## src/rtl/pipe_stage_reg.sv

```systemverilog
// Pipeline stage register with a one-entry skid buffer, registered valid/ready
// on both sides, bubble zeroing and saturating stall/flush statistics.
module pipe_stage_reg #(
  parameter int DATA_W = 32,
  parameter int CTRL_W = 16,
  parameter int CNT_W  = 16
) (
  input  logic              clk,
  input  logic              rst_n,
  input  logic              in_valid,
  output logic              in_ready,
  input  logic [DATA_W-1:0] in_data,
  input  logic [CTRL_W-1:0] in_ctrl,
  input  logic              flush,
  output logic              out_valid,
  input  logic              out_ready,
  output logic [DATA_W-1:0] out_data,
  output logic [CTRL_W-1:0] out_ctrl,
  output logic [1:0]        occupancy,
  output logic [CNT_W-1:0]  stall_cnt,
  output logic [CNT_W-1:0]  flush_cnt
);

  typedef enum logic [1:0] {
    EMPTY = 2'd0,
    ONE   = 2'd1,
    FULL  = 2'd2
  } state_t;

  localparam logic [CNT_W-1:0] CNT_MAX = {CNT_W{1'b1}};

  state_t            state_q, state_d;
  logic [DATA_W-1:0] main_data_q, main_data_d, skid_data_q, skid_data_d;
  logic [CTRL_W-1:0] main_ctrl_q, main_ctrl_d, skid_ctrl_q, skid_ctrl_d;
  logic              in_ready_q;
  logic              accept, pop, stall, discard;

  assign accept    = in_valid && in_ready_q;
  assign out_valid = (state_q != EMPTY);
  assign pop       = out_valid && out_ready;
  assign stall     = out_valid && !out_ready;
  // A popped head still completes downstream, so it is not counted as discarded.
  assign discard   = flush && (accept || (state_q == FULL) || ((state_q == ONE) && !pop));

  assign in_ready  = in_ready_q;
  assign occupancy = state_q;
  assign out_data  = out_valid ? main_data_q : '0;
  assign out_ctrl  = out_valid ? main_ctrl_q : '0;

  always_comb begin
    state_d     = state_q;
    main_data_d = main_data_q;
    main_ctrl_d = main_ctrl_q;
    skid_data_d = skid_data_q;
    skid_ctrl_d = skid_ctrl_q;
    case (state_q)
      EMPTY: begin
        if (accept) begin
          state_d     = ONE;
          main_data_d = in_data;
          main_ctrl_d = in_ctrl;
        end
      end
      ONE: begin
        if (accept && pop) begin
          main_data_d = in_data;
          main_ctrl_d = in_ctrl;
        end else if (accept) begin
          state_d     = FULL;
          skid_data_d = in_data;
          skid_ctrl_d = in_ctrl;
        end else if (pop) begin
          state_d = EMPTY;
        end
      end
      FULL: begin
        if (pop) begin
          state_d     = ONE;
          main_data_d = skid_data_q;
          main_ctrl_d = skid_ctrl_q;
        end
      end
      default: state_d = EMPTY;
    endcase
    if (flush) begin
      state_d = EMPTY;
    end
  end

  always_ff @(posedge clk or negedge rst_n) begin
    if (!rst_n) begin
      state_q     <= EMPTY;
      main_data_q <= '0;
      main_ctrl_q <= '0;
      skid_data_q <= '0;
      skid_ctrl_q <= '0;
      in_ready_q  <= 1'b0;
      stall_cnt   <= '0;
      flush_cnt   <= '0;
    end else begin
      state_q     <= state_d;
      main_data_q <= main_data_d;
      main_ctrl_q <= main_ctrl_d;
      skid_data_q <= skid_data_d;
      skid_ctrl_q <= skid_ctrl_d;
      in_ready_q  <= (state_d != FULL);
      if (stall && (stall_cnt != CNT_MAX)) begin
        stall_cnt <= stall_cnt + 1'b1;
      end
      if (discard && (flush_cnt != CNT_MAX)) begin
        flush_cnt <= flush_cnt + 1'b1;
      end
    end
  end

endmodule
```

## config.mk

```make
export PLATFORM = sky130hd
export DESIGN_NAME = pipe_stage_reg
export DESIGN_NICKNAME = d
export VERILOG_FILES = /design/src/rtl/pipe_stage_reg.sv
export SDC_FILE = /design/constraint.sdc
export NUM_CORES = 1
export LEC_CHECK = 0
export ABC_CLOCK_PERIOD_IN_PS = 1550
export CAP_MARGIN = 40
export CORE_ASPECT_RATIO = 1.2
export CORE_MARGIN = 5
export CORE_UTILIZATION = 46
export DETAILED_ROUTE_END_ITERATION = 7
export PLACE_DENSITY = 0.79
export SLEW_MARGIN = 20
export SYNTH_ARGS = -nofsm -noshare
export SYNTH_HDL_FRONTEND = slang
export SYNTH_SLANG_ARGS = --single-unit
```

## constraint.sdc

```tcl
create_clock -name clk -period 1.55 [get_ports clk]
set_input_delay 0.2325 -clock clk [delete_from_list [all_inputs] [get_ports clk]]
set_output_delay 0.2325 -clock clk [all_outputs]
set_load 0.1 [all_outputs]
```

==> results.sh <==
export IMPL_ys_flop_type="dfrtp_1"
export IMPL_skew_ps=9.01
export IMPL_cts_tree="yes"
export IMPL_synth_nets=591
export IMPL_placed_cell_area_mm2=0.00975
export IMPL_synth_seq_cells=131
export IMPL_cp_max_fo=12
export IMPL_initial_core_util_pct=46.5
export IMPL_htree_levels=4
export IMPL_syn_avg_cell_area_um2=11.4
export IMPL_worst_pin_slew_ps=808
export IMPL_synth_warnings=0
export IMPL_dieArea_mm2=0.0157
export IMPL_wirelength_um=29400
export IMPL_die_h_um=136
export IMPL_finalNetCount=860
export IMPL_max_cap_viol_count=0
export IMPL_coreArea_mm2=0.0131
export IMPL_p_leak_uw=0.00523
export IMPL_grt_setup_unrepaired="yes"
export IMPL_area_delta_synth_final_pct=106
export IMPL_drtPass1Iterations=5
export IMPL_synth_top_area_share_pct=53.7
export IMPL_pin_count=137
export IMPL_drc=0
export IMPL_antenna_found_initial=1
export IMPL_fin_crit_sh_pct=146
export IMPL_reg2reg_slack_ps=-710
export IMPL_finalSetupViolCount=182
export IMPL_cp_end_kind="flop"
export IMPL_mostFrequentLayoutCell="buf_12"
export IMPL_clkSlewWorstSetupHoldPaths_ps=60
export IMPL_gp_congestion=0.847
export IMPL_layout_common_cells="116 x buf_12, 96 x dfrtp_1, 56 x buf_4"
export IMPL_cts_buffers=17
export IMPL_synth_edff_count=0
export IMPL_power_internal_uw=9890
export IMPL_clk_latency_ps=430
export IMPL_grt_pass1_vias=6470
export IMPL_pwr_share_comb_pct=44.0
export IMPL_root_buffer="clkbuf_16"
export IMPL_port_buffers=136
export IMPL_power_frac_clock_pct=25.3
export IMPL_hp_class="input pin to asynchronous set/reset pin"
export IMPL_ant_nets=0
export IMPL_via_per_inst=6.12
export IMPL_reg2reg_to="main_data_q[30]"
export IMPL_synth_area_top_cells="dfrtp_1 54%, mux2_2 9.6%, mux2i_1 8.2%, nor2b_1 5.3%, a21oi_1 4.0%"
export IMPL_slew_headroom_pct=44.6
export IMPL_irDropWorstVdd_mv=1.52
export IMPL_final_core_util_pct=95.7
export IMPL_fin_ws_ps=-706
export IMPL_reg2reg_from="occupancy[0]"
export IMPL_max_freq_mhz=443
export IMPL_maxSlewViolCount=0
export IMPL_hpwl_um=11800
export IMPL_diodes=0
export IMPL_fin_hold_ws_ps=193
export IMPL_switching_share_pct=39.5
export IMPL_fp_dieW_um=115
export IMPL_avgRoutedWirePerCell_um=29.8
export IMPL_synth_largest_area_cell="dfrtp_1"
export IMPL_overflow=0
export IMPL_critical_path_class="flop to flop"
export IMPL_rows=46
export IMPL_drt_first_iter_violations=442
export IMPL_arrival_ps=2540
export IMPL_grtUsageTotal_pct=32.2
export IMPL_yosysSeqAreaShare_pct=53.7
export IMPL_syn_inst=536
export IMPL_outcome="complete, but fails checks"
export IMPL_finalHoldViolations=0
export IMPL_fin_crit_ps=2260
export IMPL_r2r_cells=7
export IMPL_mappedNetlistArea_mm2=0.00610
export IMPL_report_power_total_uw=16300
export IMPL_fin_area_mm2=0.0126
export IMPL_async_flop_share_pct=100
export IMPL_clockBufferDepth=2
export IMPL_critPathLaunchType="flop"
export IMPL_p_sw_uw=6450
export IMPL_cts_sinks=131
export IMPL_synth_distinct_cells=36
export IMPL_critPathRequiredTime_ps=1840
export IMPL_num_vias=6033
export IMPL_seqPwrFrac_pct=30.8
export IMPL_violations="negative setup slack"
export IMPL_grt_pass1_wl_um=38100
export IMPL_grt_max_degree=76
export IMPL_p_per_area_mw_per_mm2=1300
export IMPL_drive_gt1_share_pct=65.8
==> cells in the mapped netlist (4+ instances only) <==
cell type  number
a21oi_1        49
and2_1          4
and3_1          7
buf_2          14
buf_4           5
clkbuf_1       10
dfrtp_1       131
inv_1           5
mux2_2         52
mux2i_1        50
nand2_1        15
nand3_1         8
nand4_1        10
nor2_1         56
nor2b_1        52
nor3_1         11
nor3b_1         4
nor4_1          8
xnor2_1         4
xor2_1         22
==> logic make-up (layout without fill, tap and decap cells) <==
logic type	Yosys count	count (layout)	synth area share [%]
flip-flops	131	131	53.7
AO/OA/AOI/OAI	56	56	5.21
XOR/XNOR	26	26	3.73
buffers and inverters	34	315	2.69
AND/OR/NAND/NOR	185	186	16.4
multiplexers	102	102	17.8
adder cells (fa/ha/maj)	2	2	0.410
==> worst max path at each step <==
stage / start / to / depth (start not counted)
2_1_floorplan: occupancy[1] / out_ctrl[0] / 5
3_3_place_gp: out_ready / flush_cnt[12] / 6
5_1_grt: occupancy[0] / main_data_q[30] / 7
4_1_cts: occupancy[1] / out_data[28] / 7
3_5_place_dp: out_ready / main_data_q[3] / 8
6_report: occupancy[0] / main_data_q[30] / 7
==> timing repair <==
| item | 4_1_cts | 5_1_grt |
|---|---|---|
| hold buffers | 1 | 0 |
| cloned | 24 | 2 |
| gates resized for setup | 158 | 123 |
| setup buffers | 41 | 17 |
| pin swaps | 30 | 34 |
| endpoints found under the hold margin | 131 | 0 |
| setup endpoints to repair | 166 | 180 |
==> critical path, cell delays in order, from the launching register on <==
cell     delay (ps)
dfrtp_4         490
buf_6           140
buf_6           110
nor2b_4         210
buf_4           170
buf_12          180
mux2i_1         710
a21oi_2         110
==> layout make-up <==
type	count	area [um^2]
fill	277	569
tap	168	210
multi-input combinational	372	4110
timing repair buffer	278	4240
sequential	131	3380
clock inverter	9	103
inverter	5	22.5
clock buffer	23	488
==> flip-flops by register name (all words and copies together), names as in the netlist <==
name         cells
main_data_q     32
in_ready         1
skid_ctrl_q     16
skid_data_q     32
occupancy        2
main_ctrl_q     16
flush_cnt       16
stall_cnt       16
==> metrics by stage <==
step / setup TNS (ps) / std cells / setup slack, ps
global route: -64940 / 986 / -710
floorplan: -37420 / 536 / -412
CTS: -47730 / 979 / -451
detailed placement: -38970 / 883 / -407
global placement: -30400 / 883 / -295
finish: -60680 / 986 / -706
==> routing by layer <==
layer | global-route usage, % | wire [um] | part of all wire (%) | vias up
met1 | 37.0 | 10200 | 35 | 3078
met4 | 11.6 | 1740 | 5.9 | 2
met3 | 7.35 | 2030 | 6.9 | 146
met2 | 58.2 | 15500 | 53 | 397
met5 | 0 | 13 | 0.044 | -
li1 | - | - | - | 2410
==> power groups by stage <==
stage	Clock (uW)	Sequential, uW	Combinational, uW
floorplan	0	5730	2590
global placement	0	4690	5760
detailed placement	0	4760	5870
CTS	4030	4780	6690
global route	4260	5060	7390
finish	4130	5020	7180
(Power assumes the default switching activity.)
